$ cat config.mk
export PLATFORM = sky130hd
export DESIGN_NAME = launchpad_key_scanner
export DESIGN_NICKNAME = d
export VERILOG_FILES = /design/src/rtl/launchpad_key_scanner_pkg.sv /design/src/rtl/launchpad_key_scanner_scan_tick_gen.sv /design/src/rtl/launchpad_key_scanner.sv
export SDC_FILE = /design/constraint.sdc
export NUM_CORES = 1
export LEC_CHECK = 0
export CAP_MARGIN = 40
export CORE_ASPECT_RATIO = 2
export CORE_MARGIN = 2
export CORE_UTILIZATION = 50
export CTS_CLUSTER_SIZE = 25
export DETAILED_ROUTE_END_ITERATION = 16
export PLACE_DENSITY = 0.86
export SYNTH_ARGS = -nofsm -noshare
export SYNTH_HDL_FRONTEND = slang
export SYNTH_HIERARCHICAL = 1
export SYNTH_SLANG_ARGS = --single-unit
$ cat constraint.sdc
create_clock -name CLK -period 3 [get_ports CLK]
set_input_delay 0.6 -clock CLK [delete_from_list [all_inputs] [get_ports CLK]]
set_output_delay 0.6 -clock CLK [all_outputs]
set_load 0.02 [all_outputs]
$ cat src/rtl/launchpad_key_scanner_pkg.sv
// launchpad_key_scanner_pkg: matrix geometry, event key indices and column drive helper
package launchpad_key_scanner_pkg;
  localparam int NUM_KEYS = 16;
  localparam int NUM_ROWS = 4;
  localparam int NUM_COLS = 4;
  localparam int KEY_EVENT_8 = 8;
  localparam int KEY_EVENT_12 = 12;
  typedef logic [NUM_KEYS-1:0] key_vec_t;
  function automatic logic [NUM_COLS-1:0] col_drive(input logic [1:0] c);
    return ~(4'b0001 << c);
  endfunction
endpackage

$ cat src/rtl/launchpad_key_scanner_scan_tick_gen.sv
// launchpad_key_scanner_scan_tick_gen: slot divider and active-low one-hot column sequencer
module launchpad_key_scanner_scan_tick_gen
  import launchpad_key_scanner_pkg::*;
#(
  parameter int SCAN_DIV = 5000
) (
  input  logic                clk_i,
  input  logic                rst_i,
  output logic                slot_end_o,
  output logic [1:0]          col_o,
  output logic [NUM_COLS-1:0] key_col_o
);
  localparam int DW = $clog2(SCAN_DIV);
  logic [DW-1:0] div_q, div_d;
  logic [1:0] col_q, col_d;
  logic [NUM_COLS-1:0] key_col_q, key_col_d;
  always_comb begin
    slot_end_o = div_q == DW'(SCAN_DIV - 1);
    div_d = slot_end_o ? '0 : div_q + 1'b1;
    col_d = slot_end_o ? col_q + 2'd1 : col_q;
    key_col_d = slot_end_o ? col_drive(col_q + 2'd1) : key_col_q;
  end
  always_ff @(posedge clk_i or posedge rst_i) begin
    if (rst_i) begin
      div_q <= '0;
      col_q <= '0;
      key_col_q <= 4'b1110;
    end else begin
      div_q <= div_d;
      col_q <= col_d;
      key_col_q <= key_col_d;
    end
  end
  assign col_o = col_q;
  assign key_col_o = key_col_q;
endmodule

$ cat src/rtl/launchpad_key_scanner.sv
// launchpad_key_scanner: scans the 4x4 key matrix, debounces whole-matrix snapshots,
// and emits clean key levels plus one-cycle press pulses.
module launchpad_key_scanner
  import launchpad_key_scanner_pkg::*;
#(
  parameter int SCAN_DIV = 5000,
  parameter int DEBOUNCE_SCANS = 4
) (
  input  logic                CLK,
  input  logic                RST,
  input  logic [NUM_ROWS-1:0] key_row,
  output logic [NUM_COLS-1:0] key_col,
  output logic [NUM_KEYS-1:0] key_level,
  output logic [NUM_KEYS-1:0] key_pulse,
  output logic                scan_done,
  output logic                event_8,
  output logic                event_12
);
  localparam int CW = $clog2(DEBOUNCE_SCANS);
  localparam logic [CW-1:0] CNT_MAX = CW'(DEBOUNCE_SCANS - 1);
  logic slot_end, scan_end;
  logic [1:0] col;
  logic [NUM_ROWS-1:0] row_s1_q, row_s2_q, rows;
  key_vec_t snap_q, snap_d, prev_q, prev_d, level_q, level_d, level_dly_q;
  logic [CW-1:0] cnt_q, cnt_d;
  logic done_q;
  launchpad_key_scanner_scan_tick_gen #(.SCAN_DIV(SCAN_DIV)) u_tick (
    .clk_i(CLK),
    .rst_i(RST),
    .slot_end_o(slot_end),
    .col_o(col),
    .key_col_o(key_col)
  );
  // The compare uses the snapshot with column 3 merged in, so level and scan_done land together.
  always_comb begin
    rows = ~row_s2_q;
    snap_d = snap_q;
    if (slot_end) snap_d[{col, 2'b00} +: NUM_ROWS] = rows;
    scan_end = slot_end && col == 2'd3;
    cnt_d = !scan_end ? cnt_q : snap_d != prev_q ? '0 : cnt_q == CNT_MAX ? cnt_q : cnt_q + 1'b1;
    prev_d = scan_end ? snap_d : prev_q;
    level_d = scan_end && cnt_d == CNT_MAX ? snap_d : level_q;
  end
  always_ff @(posedge CLK or posedge RST) begin
    if (RST) begin
      row_s1_q <= '1;
      row_s2_q <= '1;
      snap_q <= '0;
      prev_q <= '0;
      cnt_q <= '0;
      level_q <= '0;
      level_dly_q <= '0;
      done_q <= 1'b0;
    end else begin
      row_s1_q <= key_row;
      row_s2_q <= row_s1_q;
      snap_q <= snap_d;
      prev_q <= prev_d;
      cnt_q <= cnt_d;
      level_q <= level_d;
      level_dly_q <= level_q;
      done_q <= scan_end;
    end
  end
  assign key_level = level_q;
  assign key_pulse = level_q & ~level_dly_q;
  assign scan_done = done_q;
  assign event_8 = level_q[KEY_EVENT_8];
  assign event_12 = level_q[KEY_EVENT_12];
endmodule
# Word level (Yosys, flattened, before mapping)
# Cells that the tools add are included.
dict set report word_totals {
  regBits 94
  input_bits 6
  out_inout_bits 39
  wordCells 35
}
dict set report op_classes {
  addsub 4
  eq_ne 5
  shifts 3
  muxes 6
  n_bitwise 4
  reduce_logical 2
}
# cell n
set op_table {}
lappend op_table {{bitwise AND 16 bit} 1}
lappend op_table {{bitwise mux 16 bit} 1}
lappend op_table {{two-way mux 16 bit} 1}
lappend op_table {{!= test 16 bit} 1}
lappend op_table {{inverter 16 bit} 1}
lappend op_table {{variable shift 4 x 6 -> 16 bit (first input constant)} 1}
lappend op_table {{indexed part select 4 x 6 -> 16 bit} 1}
lappend op_table {{adder 13 x 1 -> 13 bit (second input constant)} 1}
lappend op_table {{equality test 13 bit (second input constant)} 1}
lappend op_table {{two-way mux 13 bit} 1}
lappend op_table {{inverter 4 bit} 2}
lappend op_table {{equality test 2 bit (second input constant)} 3}
lappend op_table {{two-way mux 2 bit} 3}
lappend op_table {{negation 4 -> 6 bit} 1}
lappend op_table {{adder 2 x 1 -> 2 bit (second input constant)} 2}
lappend op_table {{<< shifter 1 x 2 -> 4 bit (first input constant)} 1}
lappend op_table {{logical AND 1 bit} 2}

# Longest topological paths before layout
dict set report depth {
  depth_word 9
  ltp_mapped 13
  mapped_depth_nobuf 10
}

# By module
# Netlist, hierarchy kept.
# mod instances cells_per_inst area_each_um2 seq_area_each_um2
set modules_own_cells {}
lappend modules_own_cells {launchpad_key_scanner 1 301 3490.8 1886.8}
lappend modules_own_cells {launchpad_key_scanner_scan_tick_gen 1 85 968.4 479.2}

# Least setup slack after synthesis
# No wires, ideal clock.
dict set report synth_timing {
  kind {flip-flop to flip-flop}
  from {reg u_tick.div_q[4]}
  to {reg level_q[0] (netlist: key_level[0])}
  setup_ns 0.125
  arrival_time_ns 3.089
  t_required_ns 2.875
  slack_ns -0.214
  path_stages_with_launch 12
  n_path_buf 2
  period_less_slack_ns 3.214
  cell_sequence {dfrtp_1 -> or4_1 -> nor4_2 -> buf_4 -> nand2_1 -> inv_1 -> mux2_2 -> xor2_1 -> a31oi_1 -> nand4_4 -> buf_6 -> mux2_4}
}
dict set report synth_between {
  elab_chain_len 7
  word_cells_on_any_way 8
  classes_between {3 x eq/ne; 3 x mux; 2 x reduce/logical}
}
# element line_no
set synth_rtl {}
lappend synth_rtl {{start: declaration} launchpad_key_scanner_scan_tick_gen.sv:14} ;# logic [DW-1:0] div_q, div_d;
lappend synth_rtl {{start signal: assignment} launchpad_key_scanner_scan_tick_gen.sv:29} ;# div_q <= div_d;
lappend synth_rtl {{equality test 13 bit} launchpad_key_scanner_scan_tick_gen.sv:18} ;# slot_end_o = div_q == DW'(SCAN_DIV - 1);
lappend synth_rtl {{via slot_end} launchpad_key_scanner.sv:21} ;# logic slot_end, scan_end;
lappend synth_rtl {{two-way mux 16 bit} launchpad_key_scanner.sv:38} ;# if (slot_end) snap_d[{col, 2'b00} +: NUM_ROWS] = rows;
lappend synth_rtl {{via snap_d[14]} launchpad_key_scanner.sv:24} ;# key_vec_t snap_q, snap_d, prev_q, prev_d, level_q, level_d, level_dly_q;
lappend synth_rtl {{!= test 16 bit} launchpad_key_scanner.sv:40} ;# cnt_d = !scan_end ? cnt_q : snap_d != prev_q ? '0 : cnt_q == CNT_MAX ? cnt_q : cnt_q + 1'b1;
lappend synth_rtl {{two-way mux 2 bit (2 in a row)} launchpad_key_scanner.sv:40}
lappend synth_rtl {{equality test 2 bit} launchpad_key_scanner.sv:42} ;# level_d = scan_end && cnt_d == CNT_MAX ? snap_d : level_q;
lappend synth_rtl {{logical AND 1 bit} launchpad_key_scanner.sv:42}
lappend synth_rtl {{end signal: assignment} launchpad_key_scanner.sv:60} ;# level_q <= level_d;
lappend synth_rtl {{end: declaration} launchpad_key_scanner.sv:24}
# The timed path passes the listed nets, and every way through them passes these cells.
# A chain may end at the register's enable or synchronous reset.

# Final worst setup path
dict set report layout_timing {
  from {reg u_tick.div_q[5]}
  to {reg level_q[6] (netlist: key_level[6])}
}
dict set report layout_between {
  elab_chain_len 7
  word_cells_on_any_way 8
  classes_between {3 x eq/ne; 3 x mux; 2 x reduce/logical}
}
# element line_no
set layout_rtl {}
lappend layout_rtl {{equality test 13 bit (*)} launchpad_key_scanner_scan_tick_gen.sv:18}
lappend layout_rtl {{via slot_end} launchpad_key_scanner.sv:21}
lappend layout_rtl {{two-way mux 16 bit} launchpad_key_scanner.sv:38}
lappend layout_rtl {{!= test 16 bit} launchpad_key_scanner.sv:40}
lappend layout_rtl {{two-way mux 2 bit (2 in a row)} launchpad_key_scanner.sv:40}
lappend layout_rtl {{equality test 2 bit} launchpad_key_scanner.sv:42}
lappend layout_rtl {{logical AND 1 bit} launchpad_key_scanner.sv:42}
# Mark *: on every way through the listed nets, which the timed path passes. The rest lies on a longest branch.

==> results <==
- The run finished, with violations left.
- The checks that failed: negative setup slack.
- The transition time at the pin with the least slew margin is approximately 0.74 ns.
- For this run, the total global-route usage over all layers was measured as 0.2238.
- From synthesis to final layout, the design area changed by 31.57%.
- The routed length per placed instance is 19.44 um.
- The die covers 9735 um2.
- Of the total synthesized cell area, the portion taken by full adders, half adders and majority gates is 0.02806.
- The internal power consumption is roughly 1.9 mW.
- The endpoint of the worst-slack reg-to-reg timing path is key_level[6]$_DFFE_PP0P_.
- The number of antenna violations at the first check in global routing is 0.
- The area of the mapped netlist is roughly 4500 um2.
- The share of total power dissipated in the clock network is 0.441.
- Prior to clock tree synthesis, the placed netlist has a worst setup slack of -0.2295 ns.
- The worst slew margin relative to its limit is 0.5078.
- The via count of the first global-routing pass is 3491.
- The total congestion overflow after global routing is 0.
- The data required time at the worst endpoint is roughly 3.2 ns.
- The number of design rule violations left after detail routing is 0.
- The via-per-instance ratio is about 6.
- Clock skew on the completed layout was measured at just over 0.008 ns.
- The fraction of power consumed by combinational cells is 0.017.
- The number of antenna diodes in the final layout is 0.
- The number of optimization iterations in the first detailed-route pass is 6.
- The pin count of the biggest net entering global routing is 76.
- The type of the tightest min-delay check is flip-flop to flip-flop.
- The predominant post-synthesis flop cell is dfrtp_1.
- The max-slew violation count is 0.
- The maximum buffer depth of the clock tree is 2.
- The portion of the post-synthesis area used by sequential elements is 0.5306.
- In this run the tool buffered the top-level ports with 44 buffer cells.
- Of the total synthesized cell area, the portion taken by XOR and XNOR cells is 0.02553.
- The largest fanout on the critical path is 5.
- The analysis attributes to cell leakage a power of 2.835 nW.
- The number of endpoints failing setup at the final stage is 18.
- The final estimated routing congestion in global placement is 0.9089.
- Counting every net in the synthesized netlist gives approximately 400.
- Power spread over the standard cell area amounts to 405.6 nW/um2.
- The routed wire length is approximately 11 mm.
- The synthesized-area fraction occupied by ao, oa, aoi and oai cells is 0.1063.
- Clock-pin slew was measured on the worst setup and hold paths at roughly 0.06 ns.
- The worst setup path is launched from a flip-flop.
- The arrival time at the worst endpoint is roughly 3.5 ns.
- The timing-limited maximum frequency is a little over 300 MHz.
- For flop-to-flop paths, the worst setup slack is -0.26 ns.
- The maximum vdd drop is between 300 and 400 uV.
- Detailed routing placed a total of between 500 and 600 um of wire on met3.
- The number of cells on the worst reg-to-reg path is 11.
- The portion of synthesized area spent on multiplexers is 0.06874.
- A synthesized cell averages between 10 and 15 um2.
- The routed design uses a little over 6 mm of met2 wire.
- The net load switching power is 0.5026 mW.
- TritonCTS created 9 clock buffers.
- The number of enable-type register cells in the synthesized netlist is 0.
- Of the total power, the share spent switching nets is 0.2112.
- The cell at the root of the clock tree is clkbuf_16.
- The maximum level of the CTS H-tree is 3.
- The number of hold-slack violations in the final timing report is 0.
- The number of standard cells after synthesis is a little under 400.
- In this run the most critical hold path is launched from row_s1_q[1]$_DFF_PP1_.
- Across the run, the number of max-cap violations was 0.
- In the final design database the tool counted a little under 500 nets.
- The synthesized netlist contains 60 unique library cells.
- For hold timing, the worst endpoint is row_s2_q[1]$_DFF_PP1_.
- Setup repair after global routing could not meet its margin everywhere.
- The global-route wire length before repair is 16.90 mm.
- The vias after detailed routing is between 3000 and 4000.
- The routed metal-1 wire length is 3.904 mm.
- Of the total power, registers draw 0.542.
- After the first detailed-routing iteration, the DRC count stood at 307.
- The total clock sinks is 94.
- The final critical-path setup slack is -0.2636 ns.
- The clock latency reported for the late side of the worst-skew pair is 0.34 ns.
- The yosys synthesis warning count is 6.
- The fraction of the cycle the final worst path needs is 1.088.
- Summed over all nets, the half-perimeter wirelength after detailed placement is 7.287 mm.
- Along the worst hold path, the cell count comes to 0.
- The initial utilization of the core area, before any placement, comes to 0.5156.
- The ratio of cells with drive above 1 in the final layout is 0.2866.
- The number of placement rows is 48.
- Of the total synthesized cell area, the portion taken by AND, OR, NAND and NOR gates is 0.1981.
- The post-synthesis async set-or-reset flop share is 1.000.
- The core region is 8648 um2.
- For this run, the share of the core covered by cells in the final layout is 0.6784.
- The source of the worst register-to-register timing path is u_tick/div_q[5]$_DFF_PP0_.
- The number of top-level pins is 45.
- Synthesis inferred 94 register bits.
- Once detail routing completed, the nets flagged for antenna violations numbered 0.
- The total chip power is 2.380 mW.
- The main combinational cell family by area after synthesis is simple AND/OR/NAND/NOR gates.
- The worst setup path is of the flip-flop to flip-flop kind.
- Measured along the x axis, the die boundary spans between 70 and 80 um.
- The routed design could run at a clock period as short as about 3.3 ns.
- The CTS tree is built.
- The detailed router used layers up to and including met4.
- The chip height is roughly 140 um.
- The worst setup path is captured at a flip-flop.
[sequential cells by signal, summed over array words and instances, names as in the netlist]
signal	cells
cnt_q	2
key_level	16
level_dly_q	16
prev_q	16
row_s1_q	4
row_s2_q	4
scan_done	1
snap_q	16
u_tick/col_o	2
u_tick/div_q	13
u_tick/key_col_o	4
[critical path, cell delays in order (launching register included)]
cell,delay [ns]
dfrtp_1,0.38
or4bb_4,0.56
nor4_4,0.23
buf_6,0.17
a21boi_0,0.15
a311oi_2,0.32
buf_4,0.18
o22ai_2,0.07
nor4_4,0.36
nand4_4,0.22
clkbuf_16,0.22
mux2_4,0.28
[stage by stage]
step / hold WS (ns) / area (um2) / TNS (ns) / instances
6_report: 0.3584 / 5867 / -4.032 / 578
4_1_cts: 0.3590 / 5682 / -2.602 / 573
5_1_grt: 0.3641 / 5867 / -5.474 / 578
3_5_place_dp: 0.3476 / 5331 / -3.348 / 554
2_1_floorplan: 0.3452 / 4521 / -0.9796 / 386
3_3_place_gp: 0.3463 / 5331 / -3.242 / 554
[final cells by class]
type	instances	area [um2]
clock buffer	12	246.5
clock inverter	4	31.28
fill	632	2781
inverter	19	71.32
multi-input combinational	253	2083
sequential	94	2366
tap	100	125.1
timing repair buffer	96	943.4
[power groups by stage]
stage / sequential [mW] / clock [mW] / combinational, mW
floorplan: 1.30 / 0 / 0.0251
global placement: 1.31 / 0 / 0.0402
detailed placement: 1.31 / 0 / 0.0418
CTS: 1.29 / 1.07 / 0.0424
global route: 1.29 / 1.11 / 0.0473
finish: 1.29 / 1.05 / 0.0404
[cell usage after synthesis (all sizes together), types with 3 or more instances]
cell | n | area (um2)
mux2 | 20 | 266.5
inv | 19 | 71.32
nor3 | 4 | 20.02
o22ai | 7 | 43.79
nand4b | 3 | 26.28
a211oi | 5 | 37.54
and2 | 4 | 25.02
clkbuf | 6 | 25.02
a21oi | 5 | 25.02
nand2 | 52 | 195.2
ha | 10 | 125.1
o21ai | 14 | 70.07
mux2i | 4 | 40.04
a21o | 5 | 37.54
a311oi | 3 | 26.28
nor4bb | 5 | 50.05
a32o | 5 | 50.05
nor2 | 6 | 22.52
or3 | 7 | 43.79
o21bai | 3 | 22.52
nand3 | 6 | 30.03
xnor2 | 5 | 43.79
nor3b | 4 | 30.03
xor2 | 8 | 70.07
nor4 | 4 | 61.31
a21boi | 8 | 60.06
nor2b | 21 | 131.4
dfrtp | 83 | 2077
and4bb | 3 | 37.53
dfstp | 11 | 289.0
buf | 14 | 93.84
nand4 | 7 | 73.82
[placed cells by master, fill, tap and decap left out, drive strengths merged, types with 6 or more instances in the layout]
cell / instances
dfrtp: 83
nor2b: 21
xor2: 8
dfstp: 11
a21boi: 8
ha: 10
clkdlybuf4s50: 44
buf: 50
nand3: 6
nand2: 52
nand4: 7
clkbuf: 14
inv: 20
o21ai: 14
o22ai: 7
mux2: 20
or3: 7
nor2: 6
[metal layers]
layer  vias to the layer above  GRT usage
met5                         -          0
met4                         0     0.1342
met3                        55    0.03950
met2                       161     0.4154
met1                      1721     0.2280
li1                       1533          -
[worst max-delay path by stage]
stage                         startpoint                        to  slack (ns)  cells after the start
3_5_place_dp   u_tick/div_q[6]$_DFF_PP0_  key_level[8]$_DFFE_PP0P_       -0.23                     10
3_3_place_gp   u_tick/div_q[6]$_DFF_PP0_  key_level[4]$_DFFE_PP0P_       -0.22                     10
2_1_floorplan  u_tick/div_q[6]$_DFF_PP0_  key_level[0]$_DFFE_PP0P_        -0.1                     11
5_1_grt        u_tick/div_q[5]$_DFF_PP0_  key_level[5]$_DFFE_PP0P_       -0.34                     12
6_report       u_tick/div_q[5]$_DFF_PP0_  key_level[6]$_DFFE_PP0P_       -0.26                     11
4_1_cts        u_tick/div_q[3]$_DFF_PP0_  key_level[5]$_DFFE_PP0P_       -0.19                     11
[kinds of logic (layout without fill, tap and decap cells)]
logic type / count (synthesis) / count (layout)
muxes: 24 / 24
adders and majority gates: 10 / 10
buffers and inverters: 39 / 131
and+or+nand+nor: 141 / 141
AOI/OAI and AO/OA: 65 / 65
xor gates and xnor gates: 13 / 13
DFF: 94 / 94
[what timing repair did]
item / CTS / global route
setup endpoints to repair: 16 / 18
cloned: 1 / 2
hold buffers: 0 / 0
setup buffers: 2 / 3
pin swaps: 9 / 19
gates resized for setup: 6 / 28
Note: power is estimated with default switching activity, not from simulation.
